$ cat config.mk
export PLATFORM = sky130hd
export DESIGN_NAME = uart_ctrl_flat
export DESIGN_NICKNAME = d
export VERILOG_FILES = /design/src/rtl/uart_if.sv /design/src/rtl/uart_ctrl.sv /design/src/flat_wrapper.sv
export SDC_FILE = /design/constraint.sdc
export NUM_CORES = 1
export LEC_CHECK = 0
export CAP_MARGIN = 20
export CORE_UTILIZATION = 62
export DETAILED_ROUTE_END_ITERATION = 7
export HOLD_SLACK_MARGIN = 0.06
export PLACE_DENSITY = 0.83
export SLEW_MARGIN = 20
export SYNTH_ARGS = -nofsm -noshare
export SYNTH_HDL_FRONTEND = slang
export SYNTH_SLANG_ARGS = --single-unit
$ cat constraint.sdc
create_clock -name clk -period 5 [get_ports clk]
set_input_delay 1 -clock clk [delete_from_list [all_inputs] [get_ports clk]]
set_output_delay 1 -clock clk [all_outputs]
set_load 0.05 [all_outputs]
$ cat src/rtl/uart_if.sv
// Register-bus and PHY handshake signals of the UART controller.
// The slave modport is the controller side; the master modport is the host/PHY side.
interface uart_if;
  logic       wr_en;
  logic       rd_en;
  logic [1:0] addr;
  logic [7:0] wdata;
  logic [7:0] rdata;
  logic       rdata_valid;
  logic [7:0] tx_data;
  logic       tx_valid;
  logic       tx_ready;
  logic [7:0] rx_data;
  logic       rx_ready;
  logic       irq;

  modport slave (
    input  wr_en, rd_en, addr, wdata, tx_ready, rx_data, rx_ready,
    output rdata, rdata_valid, tx_data, tx_valid, irq
  );

  modport master (
    output wr_en, rd_en, addr, wdata, tx_ready, rx_data, rx_ready,
    input  rdata, rdata_valid, tx_data, tx_valid, irq
  );
endinterface

$ cat src/rtl/uart_ctrl.sv
// UART controller: register front end with TX/RX byte FIFOs, sticky error flags and a
// level interrupt. FIFO_DEPTH must be a power of two, at least 2.
module uart_ctrl #(
  parameter int unsigned FIFO_DEPTH = 16
) (
  input logic    clk,
  input logic    rst,
  uart_if.slave  bus
);
  localparam int unsigned AW = $clog2(FIFO_DEPTH);
  typedef logic [AW:0] ptr_t;
  localparam ptr_t PtrOne = ptr_t'(1);

  logic [7:0] r_tx_mem [FIFO_DEPTH];
  logic [7:0] r_rx_mem [FIFO_DEPTH];
  ptr_t       r_tx_wp, r_tx_rp, r_rx_wp, r_rx_rp;
  logic [1:0] r_ier;
  logic       r_rx_ovr, r_tx_ovf;
  logic [7:0] r_rdata;
  logic       r_rdata_valid;
  logic       r_irq;

  logic       w_tx_empty, w_tx_full, w_rx_empty, w_rx_full, w_tx_idle;
  logic       w_tx_push_req, w_tx_push, w_tx_pop, w_tx_flush, w_tx_ovf_set;
  logic       w_rx_pop_req, w_rx_push, w_rx_pop, w_rx_flush, w_rx_ovr_set;
  logic       w_st_clr;
  logic [7:0] w_status, w_rd_mux;

  // Pointers carry an extra wrap bit: equal index with differing MSB means full.
  assign w_tx_empty = (r_tx_wp == r_tx_rp);
  assign w_tx_full  = (r_tx_wp[AW-1:0] == r_tx_rp[AW-1:0]) && (r_tx_wp[AW] != r_tx_rp[AW]);
  assign w_rx_empty = (r_rx_wp == r_rx_rp);
  assign w_rx_full  = (r_rx_wp[AW-1:0] == r_rx_rp[AW-1:0]) && (r_rx_wp[AW] != r_rx_rp[AW]);
  assign w_tx_idle  = w_tx_empty && bus.tx_ready;

  assign w_tx_flush    = bus.wr_en && (bus.addr == 2'd3) && bus.wdata[0];
  assign w_rx_flush    = bus.wr_en && (bus.addr == 2'd3) && bus.wdata[1];
  assign w_st_clr      = bus.wr_en && (bus.addr == 2'd2);

  assign w_tx_push_req = bus.wr_en && (bus.addr == 2'd0);
  assign w_tx_pop      = !w_tx_empty && bus.tx_ready;
  assign w_tx_push     = w_tx_push_req && (!w_tx_full || w_tx_pop) && !w_tx_flush;
  assign w_tx_ovf_set  = w_tx_push_req && w_tx_full && !w_tx_pop && !w_tx_flush;

  assign w_rx_pop_req  = bus.rd_en && (bus.addr == 2'd0);
  assign w_rx_pop      = w_rx_pop_req && !w_rx_empty;
  assign w_rx_push     = bus.rx_ready && (!w_rx_full || w_rx_pop) && !w_rx_flush;
  assign w_rx_ovr_set  = bus.rx_ready && w_rx_full && !w_rx_pop && !w_rx_flush;

  assign w_status = {3'b000, r_tx_ovf, r_rx_ovr, w_tx_idle, w_tx_full, !w_rx_empty};

  always_comb begin
    w_rd_mux = 8'h00;
    unique case (bus.addr)
      2'd0:    w_rd_mux = w_rx_empty ? 8'h00 : r_rx_mem[r_rx_rp[AW-1:0]];
      2'd1:    w_rd_mux = {6'b000000, r_ier};
      2'd2:    w_rd_mux = w_status;
      default: w_rd_mux = 8'h00;
    endcase
  end

  always_ff @(posedge clk) begin
    if (w_tx_push) r_tx_mem[r_tx_wp[AW-1:0]] <= bus.wdata;
    if (w_rx_push) r_rx_mem[r_rx_wp[AW-1:0]] <= bus.rx_data;
  end

  always_ff @(posedge clk or posedge rst) begin
    if (rst) begin
      r_tx_wp       <= '0;
      r_tx_rp       <= '0;
      r_rx_wp       <= '0;
      r_rx_rp       <= '0;
      r_ier         <= 2'b00;
      r_rx_ovr      <= 1'b0;
      r_tx_ovf      <= 1'b0;
      r_rdata       <= 8'h00;
      r_rdata_valid <= 1'b0;
      r_irq         <= 1'b0;
    end else begin
      // A flush discards queued bytes; a byte handed to the PHY this cycle is already gone.
      if (w_tx_flush) begin
        r_tx_rp <= r_tx_wp;
      end else begin
        if (w_tx_push) r_tx_wp <= r_tx_wp + PtrOne;
        if (w_tx_pop)  r_tx_rp <= r_tx_rp + PtrOne;
      end
      if (w_rx_flush) begin
        r_rx_rp <= r_rx_wp;
      end else begin
        if (w_rx_push) r_rx_wp <= r_rx_wp + PtrOne;
        if (w_rx_pop)  r_rx_rp <= r_rx_rp + PtrOne;
      end
      if (bus.wr_en && (bus.addr == 2'd1)) r_ier <= bus.wdata[1:0];
      r_rx_ovr <= (r_rx_ovr & ~(w_st_clr & bus.wdata[3])) | w_rx_ovr_set;
      r_tx_ovf <= (r_tx_ovf & ~(w_st_clr & bus.wdata[4])) | w_tx_ovf_set;
      if (bus.rd_en) r_rdata <= w_rd_mux;
      r_rdata_valid <= bus.rd_en;
      r_irq <= (r_ier[0] & !w_rx_empty) | (r_ier[1] & w_tx_idle);
    end
  end

  assign bus.tx_valid    = !w_tx_empty;
  assign bus.tx_data     = r_tx_mem[r_tx_rp[AW-1:0]];
  assign bus.rdata       = r_rdata;
  assign bus.rdata_valid = r_rdata_valid;
  assign bus.irq         = r_irq;
endmodule

$ cat src/flat_wrapper.sv
// flat-port wrapper written by rule: the top's interface ports become plain ports
module uart_ctrl_flat 
#(
  parameter int unsigned FIFO_DEPTH = 16
)
  (clk, rst, bus_wr_en, bus_rd_en, bus_addr, bus_wdata, bus_tx_ready, bus_rx_data, bus_rx_ready, bus_rdata, bus_rdata_valid, bus_tx_data, bus_tx_valid, bus_irq);
  uart_if bus_i ();
  input logic clk;
  input logic rst;
  input wire logic [$bits(bus_i.wr_en)-1:0] bus_wr_en;
  input wire logic [$bits(bus_i.rd_en)-1:0] bus_rd_en;
  input wire logic [$bits(bus_i.addr)-1:0] bus_addr;
  input wire logic [$bits(bus_i.wdata)-1:0] bus_wdata;
  input wire logic [$bits(bus_i.tx_ready)-1:0] bus_tx_ready;
  input wire logic [$bits(bus_i.rx_data)-1:0] bus_rx_data;
  input wire logic [$bits(bus_i.rx_ready)-1:0] bus_rx_ready;
  output wire logic [$bits(bus_i.rdata)-1:0] bus_rdata;
  output wire logic [$bits(bus_i.rdata_valid)-1:0] bus_rdata_valid;
  output wire logic [$bits(bus_i.tx_data)-1:0] bus_tx_data;
  output wire logic [$bits(bus_i.tx_valid)-1:0] bus_tx_valid;
  output wire logic [$bits(bus_i.irq)-1:0] bus_irq;
  assign bus_i.wr_en = bus_wr_en;
  assign bus_i.rd_en = bus_rd_en;
  assign bus_i.addr = bus_addr;
  assign bus_i.wdata = bus_wdata;
  assign bus_i.tx_ready = bus_tx_ready;
  assign bus_i.rx_data = bus_rx_data;
  assign bus_i.rx_ready = bus_rx_ready;
  assign bus_rdata = bus_i.rdata;
  assign bus_rdata_valid = bus_i.rdata_valid;
  assign bus_tx_data = bus_i.tx_data;
  assign bus_tx_valid = bus_i.tx_valid;
  assign bus_irq = bus_i.irq;
  uart_ctrl #(.FIFO_DEPTH(FIFO_DEPTH)) u_core (.clk(clk), .rst(rst), .bus(bus_i));
endmodule
# [Word-level counts from Yosys, hierarchy flattened]
# Memories as Yosys holds them, arrays and structs flattened.
# Cells that the tools add are included.
[op_classes] eq_ne=9 n_reduce_logical=37 n_div=0 magnitude_cmp=0 add_sub_neg=4 shifts=0 bitwise=13 multipliers=0 muxes=10
[ops] operator="8-bit case mux with 3 select lines" n=1
[ops] operator="1-bit logical AND" n=22
[ops] operator="5-bit by 1-bit adder with 5-bit output, second input constant" n=4
[ops] operator="5-bit two-way mux" n=4
[ops] operator="5-bit equality test" n=2
[ops] operator="4-bit equality test" n=2
[ops] operator="1-bit zero test" n=8
[ops] operator="8-bit two-way mux" n=1
[ops] operator="1-bit AND" n=6
[ops] operator="2-bit equality test, second input constant" n=2
[ops] operator="1-bit two-way mux" n=4
[ops] operator="1-bit inverter" n=4
[ops] operator="2-bit AND reduction" n=2
[ops] operator="2-bit nonzero test" n=2
[ops] operator="1-bit bitwise OR" n=3
[ops] operator="2-bit by 1-bit equality test with 1-bit output, second input constant" n=1
[ops] operator="2-bit zero test" n=1
[ops] operator="1-bit logical OR" n=2
[ops] operator="1-bit != test" n=2
[word_totals] regBits=34 latch_bits=0 wordCells=85 out_inout_bits=19 ramBits=256 n_memories=2 input_bits=24 rom_bits=0
[mem_list] memory="u_core.r_rx_mem" depth=16 width=8 read_ports=1 rd_ports_with_merged_regs=0 wr=1 line_no="uart_ctrl.sv:15" text="logic [7:0] r_rx_mem [FIFO_DEPTH];"
[mem_list] memory="u_core.r_tx_mem" depth=16 width=8 read_ports=1 rd_ports_with_merged_regs=0 wr=1 line_no="uart_ctrl.sv:14" text="logic [7:0] r_tx_mem [FIFO_DEPTH];"

# [Depth between registers and ports, before layout]
# Gate-level depths: netlist (run 1).
[depth] ltp_word=8 ltp_mapped=7 mapped_depth_nobuf=5

# [Least setup slack after synthesis (run 1)]
# Ideal clock, no wire load.
[synth_path] path_kind="register to output" startpoint="register u_core.r_tx_rp[0]" endpoint="output port bus_tx_data[0]" arrival_ps=2043 t_required_ps=4000 path_stages_with_launch=7 slack_ps=1957 n_path_buf=3 path_cell_list="dfrtp_1 > buf_6 > buf_6 > buf_4 > mux4_2 > mux2i_1 > a21oi_1"
[synth_between] elab_chain_cells=1
[synth_lines] item="start, declared" line_no="uart_ctrl.sv:16" text="ptr_t r_tx_wp, r_tx_rp, r_rx_wp, r_rx_rp;"
[synth_lines] item="start signal, assigned" line_no="uart_ctrl.sv:82" text="r_tx_rp <= r_tx_wp;"
[synth_lines] item="start signal, assigned" line_no="uart_ctrl.sv:85" text="if (w_tx_pop) r_tx_rp <= r_tx_rp + PtrOne;"
[synth_lines] item="memory read 16 x 8 bit"
[synth_lines] item="end, declared" line_no="flat_wrapper.sv:19" text="output wire logic [$bits(bus_i.tx_data)-1:0] bus_tx_data;"
# No other way between the ends.

# [Final worst setup path (run 1)]
[layout_path] startpoint="register u_core.r_tx_rp[0]" endpoint="output port bus_tx_data[7]"
# The elaborated chain is that of the path after synthesis.

==> results of run 1 <==
## per-stage QoR
| step | instance area, um2 | hold slack (ps) | setup slack [ps] | power [mW] | util [%] |
|---|---|---|---|---|---|
| after floorplan | 11900 | 467 | 1960 | 4.99 | - |
| after global placement | 12500 | 495 | 1320 | 5.52 | 66.5 |
| after detailed placement | 12500 | 529 | 1170 | 5.59 | 66.5 |
| after CTS | 13300 | 536 | 711 | 7.59 | 71.1 |
| after global routing | 13300 | 550 | 595 | 7.84 | 71.1 |
| final | 13300 | 537 | 724 | 7.57 | 71.1 |
## layout by cell type, fill, tap and decap left out, types with 4 or more instances in the layout
cell type	instances
dfrtp_1	33
clkbuf_16	30
nor2b_1	14
a21oi_1	18
xnor2_1	11
nor3_1	8
nor2_1	24
ha_1	10
nand2_1	27
nand4_1	5
and3_1	16
edfxtp_1	256
a211oi_1	8
a31oi_1	7
nand3_1	12
xor2_1	9
nand2b_1	4
o211ai_1	4
o21ai_0	10
buf_4	12
mux4_2	62
mux2i_1	10
clkdlybuf4s50_1	42
mux2_2	4
inv_1	9
a22oi_1	5
clkinv_2	5
## worst reg2reg max path, stage by stage (launching register included)
cell	delay (ps)
dfrtp_1	760
xnor2_1	160
nand4_2	160
o311a_1	430
nand2_1	200
nor2_1	620
## sequential cells by signal, summed over array words and instances, names as in the netlist
signal                  count
u_core.r_tx_wp              5
u_core.r_rx_wp              5
u_core.r_tx_ovf             1
u_core.r_tx_rp              5
u_core.r_rx_rp              5
u_core.bus.rdata            8
u_core.r_rx_ovr             1
u_core.r_tx_mem           128
u_core.bus.irq              1
u_core.r_ier                2
u_core.bus.rdata_valid      1
u_core.r_rx_mem           128
## report_power, final
group | internal (mW) | leakage [nW] | switching (mW)
logic | 1.06 | 1.37 | 1.40
registers | 2.88 | 2.72 | 0.245
clock network | 1.12 | 0.425 | 0.876
total | 5.05 | 4.52 | 2.52
## worst paths after layout
path | from | to | slack, ps | depth (start not counted)
max | u_core.r_tx_rp[0] | bus_tx_data[7] | 720 | 6
min | u_core.r_rx_ovr | u_core.bus.rdata[3] | 540 | 1
max reg2reg | u_core.r_rx_rp[3] | u_core.r_rx_mem[4][7] | 2290 | 5
min reg2reg | u_core.r_rx_ovr | u_core.bus.rdata[3] | 540 | 1
max in group asynchronous | rst | u_core.r_tx_rp[0] | 3800 | 3
min in group asynchronous | rst | u_core.r_tx_wp[1] | 870 | 3
## logic make-up after synthesis
group,after synthesis
flops,290
xor+xnor,26
mux,77
buf+inv,46
compound gates,68
simple gates,120
fa+ha+maj,10
## cell type report
cell class / instances / area, um2 / share of cell area (%)
clock buffer: 35 / 790 / 5.91
clock inverter: 11 / 75.1 / 0.562
inverter: 10 / 37.5 / 0.281
multi-input combinational: 301 / 3080 / 23.1
sequential: 290 / 8540 / 64.0
tap: 234 / 293 / 2.19
timing repair buffer: 55 / 531 / 3.97
## layer usage
metal	vias to the layer above	part of all wire (%)	wire (um)
li1	2630	-	-
met3	50	9.1	2260
met1	3193	41	10300
met5	-	0	0
met4	0	2.4	607
met2	375	47	11700
==> results.tsv, run 1 <==
metric	value	unit
critical-path maximum fanout	25	
CTS tree	yes	
Worst Hold Class	flop to flop	
global route overflow	0	
die height	140	um
number of synthesized flops with an enable pin	256	
Max Cap Viol	0	
Leak	4.52	nW
drt total wl	24900	um
endpoints failing hold	0	
Inst Count DP	890	
adder-cell share of the synthesized area	1.05	%
Top Usage Layer GRT	met1	
# H-tree levels	1	
DRC Markers	0	
Slew Limit Fails	0	
Period minus WS final	4280	ps
CP Cell Sequence	buf_12, mux4_2, nor2b_1, a211oi_1, a21oi_1, clkdlybuf4s50_1	
post-synth top area cell	edfxtp_1	
Total Nets Final	719	
maximum VDD drop	0.000368	V
Non-Filler Instances	936	
post-synth cell types	50	
Tcrit/Tclk final	85.5	%
CTS Buffer Depth	3	
Synth Area in Simple Gates	5.36	%
Post-Syn Instances	637	
pin count of the biggest net entering global routing	37	
filler instances	1110	
Slowest-stage cell, CP	clkdlybuf4s50_1	
sequential share of the synthesized area	71.8	%
routed len/inst	26.6	um
DP HPWL	15300	um
top-count cell post-synth	edfxtp_1	
Worst-path clk slew	70	ps
crit-path max cell delay	710	ps
outcome	finished, final reports clean	
Root Buffer	clkbuf_16	
post-CTS setup buffer count	0	
skew final	16.6	ps
Post-CTS Hold Buffers	0	
Post-CTS Resized	0	
crit path kind	flop to output pin	
synth cell count leaders	256 x edfxtp_1, 62 x mux4_2, 34 x dfrtp_1, 27 x nand2_1, 24 x nor2_1	
number of synthesized register bits	290	
YS warnings	0	
CP bufs+invs	2	
clk_lat worst skew	530	ps
Area contributors post-synth	edfxtp_1 65%, mux4_2 12%, dfrtp_1 7.2%	
met2 usage	40.0	%
Routed Antenna Nets	0	
Most used DFF post-synth	edfxtp_1	
gpl congestion	0.859	
Netlist Area Pre-Place	0.0119	mm2
Crit. End Element	output pin	
1st-iter DRT viols	837	
fraction of the mapped netlist area in compound gates	3.77	%
Vias	6248	
row cnt	50	
multiplexer share of the synthesized area	13.2	%
Post-Synthesis Mean Instance Area	18.7	um2
slew margin rel.	46.0	%
Initial Utilization	63.4	%
share of layout cells above drive strength 1	19.7	%
main combinational cell family by area after synthesis	multiplexers	
Sum Neg Setup Slack	0	ps
Global Route Usage Sum	26.3	%
synthesis-to-finish area growth	12.3	%
io pins	43	
CTS Buf Count	27	
PortBufs	42	
Pre-Repair DR Iteration Count	7	
Setup violations, final	0	
first-pass GRT wire length	37700	um
vias in the first global route	6269	
RSZ-0062 raised after global routing	false	
delay-heaviest family, CP	buffers and inverters	
die area	0.0197	mm2
global routing usage on met1	40.4	%
# diodes	0	
async set-or-reset flop fraction in the synthesized netlist	11.7	%
Worst Path Arrival	3280	ps
overall die width	140	um
mean number of vias per cell	6.68	
startpoint type of the worst setup path	flop	
Synth top area share	64.6	%
Core Area	0.0188	mm2
Post-Synth XOR/XNOR Area	2.58	%
Post-Syn Nets	671	
routing usage on met3	3.93	%
CTS Sinks	290	
max frequency	234	MHz
initial antenna violation count	0	
Worst-Margin Slew	807	ps
Data required, critical path	4000	ps
P per Cell Area	567	mW/mm2
Power figures use the tool's default switching activity.
==> run 2: changes to the inputs <==
CORE_UTILIZATION = 55   (was 62)
CTS_CLUSTER_SIZE = 20   (was not set)
PLACE_DENSITY = 0.75   (was 0.83)
clock period = 3.8 ns   (was 5 ns; I/O delays follow)
==> run 2 against run 1 <==
  * Final area up 1.8%
  * Combinational power up 31%
  * Power up 34%
  * Non-clock buffer count up 14
  * Largest cell class unchanged
  * Clock skew down 5.5 ps
  * Setup slack worse by 560 ps
  * Final cell count up 6.6%
  * Clock power up 41%
  * Sequential power up 33%
==> results.tsv, run 2 (same netlist as run 1, synthesis figures left out) <==
metric	value	unit	change
r2r setup slk	1170	ps	was 2290 ps
die area	0.0222	mm2	was 0.0197 mm2
maximum VDD drop	0.000474	V	was 0.000368 V
mean number of vias per cell	6.24		was 6.68
DP HPWL	15900	um	was 15300 um
area of the multi-input gates	0.00308	mm2	unchanged
CP bufs+invs	3		was 2
Hold Path End	u_core.r_rx_ovr		was u_core.bus.rdata[3]
RSZ-0062 raised after global routing	false		unchanged
Root Buffer	clkbuf_16		unchanged
endpoints failing hold	0		unchanged
Vias	6224		was 6248
Slew Limit Fails	0		unchanged
P per Cell Area	747	mW/mm2	was 567 mW/mm2
critical-path maximum fanout	20		was 25
CTS Buf Count	29		was 27
Hold Path Stages	1		unchanged
Setup violations, final	0		unchanged
CTS tree	yes		unchanged
Leak	4.67	nW	was 4.52 nW
slew margin rel.	44.1	%	was 46.0%
die height	149	um	was 140 um
Slowest-stage cell, CP	clkdlybuf4s50_1		unchanged
Top Usage Layer GRT	met1		unchanged
row cnt	53		was 50
fin area	0.0136	mm2	was 0.0133 mm2
routed len/inst	24.4	um	was 26.6 um
commonest non-fill, non-tap cell in the layout	edfxtp_1		unchanged
synthesis-to-finish area growth	14.3	%	was 12.3%
1st-iter DRT viols	792		was 837
max frequency	275	MHz	
Sum Neg Setup Slack	0	ps	unchanged
io pins	43		unchanged
gpl congestion	0.843		was 0.859
share of layout cells above drive strength 1	21.9	%	was 19.7%
CTS Buffer Depth	3		unchanged
routing usage on met3	3.79	%	was 3.93%
filler instances	1412		was 1110
Worst-Margin Slew	838	ps	was 807 ps
Global Route Usage Sum	23.0	%	was 26.3%
Worst Hold Class	flop to flop		unchanged
Routed Antenna Nets	0		unchanged
Area after DPL	0.0126	mm2	was 0.0125 mm2
clk_lat worst skew	540	ps	was 530 ps
pin count of the biggest net entering global routing	36		was 37
drt total wl	24400	um	was 24900 um
Max Cap Viol	0		unchanged
Tcrit/Tclk final	95.7	%	
Crit. End Element	output pin		unchanged
Core Area	0.0211	mm2	was 0.0188 mm2
R2R depth	5		unchanged
met2 usage	34.2	%	was 40.0%
DRC Markers	0		unchanged
Pre-Repair DR Iteration Count	5		was 7
Period minus WS final	3640	ps	
delay-heaviest family, CP	buffers and inverters		unchanged
Hold Crit Start	u_core.r_rx_ovr		unchanged
vias in the first global route	6268		was 6269
startpoint type of the worst setup path	flop		unchanged
Initial Utilization	56.4	%	was 63.4%
global routing usage on met1	35.5	%	was 40.4%
most frequent cells in the layout	256 x edfxtp_1, 62 x mux4_2, 35 x clkdlybuf4s50_1, 33 x dfrtp_1, 32 x clkbuf_16		was 256 x edfxtp_1, 62 x mux4_2, 42 x clkdlybuf4s50_1, 33 x dfrtp_1, 30 x clkbuf_16
crit-path max cell delay	710	ps	about the same
worst r2r dst	u_core.r_tx_mem[8][2]		was u_core.r_rx_mem[4][7]
Data required, critical path	3040	ps	was 4000 ps
outcome	finished, final reports clean		unchanged
Total Nets Final	735		was 719
r2r startpoint	u_core.r_tx_rp[0]		was u_core.r_rx_rp[3]
CTS Sinks	290		unchanged
PortBufs	42		unchanged
Worst-path clk slew	60	ps	was 70 ps
first-pass GRT wire length	37800	um	was 37700 um
skew final	11.1	ps	was 16.6 ps
# H-tree levels	1		unchanged
Reg area	0.00854	mm2	about the same
CP Cell Sequence	buf_6, xnor2_4, nand4_4, nor2_1, inv_1, clkdlybuf4s50_1		was buf_12, mux4_2, nor2b_1, a211oi_1, a21oi_1, clkdlybuf4s50_1
crit path kind	flop to output pin		unchanged
Worst Path Arrival	2880	ps	was 3280 ps
post-CTS setup buffer count	0		unchanged
overall die width	149	um	was 140 um
initial antenna violation count	0		unchanged
# diodes	0		unchanged
global route overflow	0		unchanged
run 2: changes by cell type in the layout (fill, tap and decap cells not counted), sizes merged:
| cell | delta |
|---|---|
| buf | +18 |
| clkdlybuf4s50 | -7 |
| clkinv | +5 |
| clkbuf | +3 |
| dlymetal6s2s | +3 |
| clkinvlp | -2 |
| bufinv | +1 |
run 2: per-stage QoR:
stage | setup WS [ps] | instances | util (%) | hold WS [ps] | power [mW]
finish | 162 | 998 | 64.5 | 528 | 10.2
CTS | 3.30 | 998 | 64.4 | 522 | 10.2
floorplan | 997 | 637 | - | 467 | 6.56
detailed placement | 333 | 945 | 59.8 | 508 | 7.38
global route | 12.5 | 998 | 64.5 | 542 | 10.5
global placement | 498 | 945 | 59.8 | 500 | 7.32
run 2: routing by layer:
metal	wire [um]	share of wire, %
met5	0	0
met4	536	2.2
met3	1820	7.5
met2	11300	46
met1	10700	44
run 2: worst register-to-register path: stages, from the launching register on:
cell	delay [ps]
dfrtp_4	560
buf_6	330
xnor2_4	140
nand4_4	140
o311a_1	520
and3_1	580
run 2: worst max path at each step:
stage	slack, ps	endpoint	cells after the start	startpoint
2_1_floorplan	1000	bus_tx_data[0]	6	u_core.r_tx_rp[0]
3_3_place_gp	500	u_core.r_rx_mem[13][7]	6	bus_rd_en
3_5_place_dp	330	u_core.r_rx_mem[9][5]	6	bus_rd_en
4_1_cts	3	bus_tx_data[5]	5	u_core.r_tx_rp[0]
5_1_grt	10	bus_tx_valid	6	u_core.r_tx_rp[0]
6_report	160	bus_tx_valid	6	u_core.r_tx_rp[0]
run 2: area by class of cell:
class | instances | share of cell area (%)
flip-flops and latches | 290 | 62.8
multi-input cells | 301 | 22.7
clock buffers | 38 | 6.28
repair buffers | 69 | 4.59
well taps | 275 | 2.53
clock inverters | 15 | 0.782
inverters | 10 | 0.276
run 2: timing repair:
| item | CTS | global route |
|---|---|---|
| endpoints found under the setup margin | 1 | 5 |
| hold buffers | 0 | 0 |
| gates resized for setup | 1 | 4 |
run 2: power breakdown:
group	internal, mW	total (mW)	switching (mW)
clock	1.65	2.80	1.16
combinational	1.39	3.21	1.82
sequential	3.79	4.14	0.349
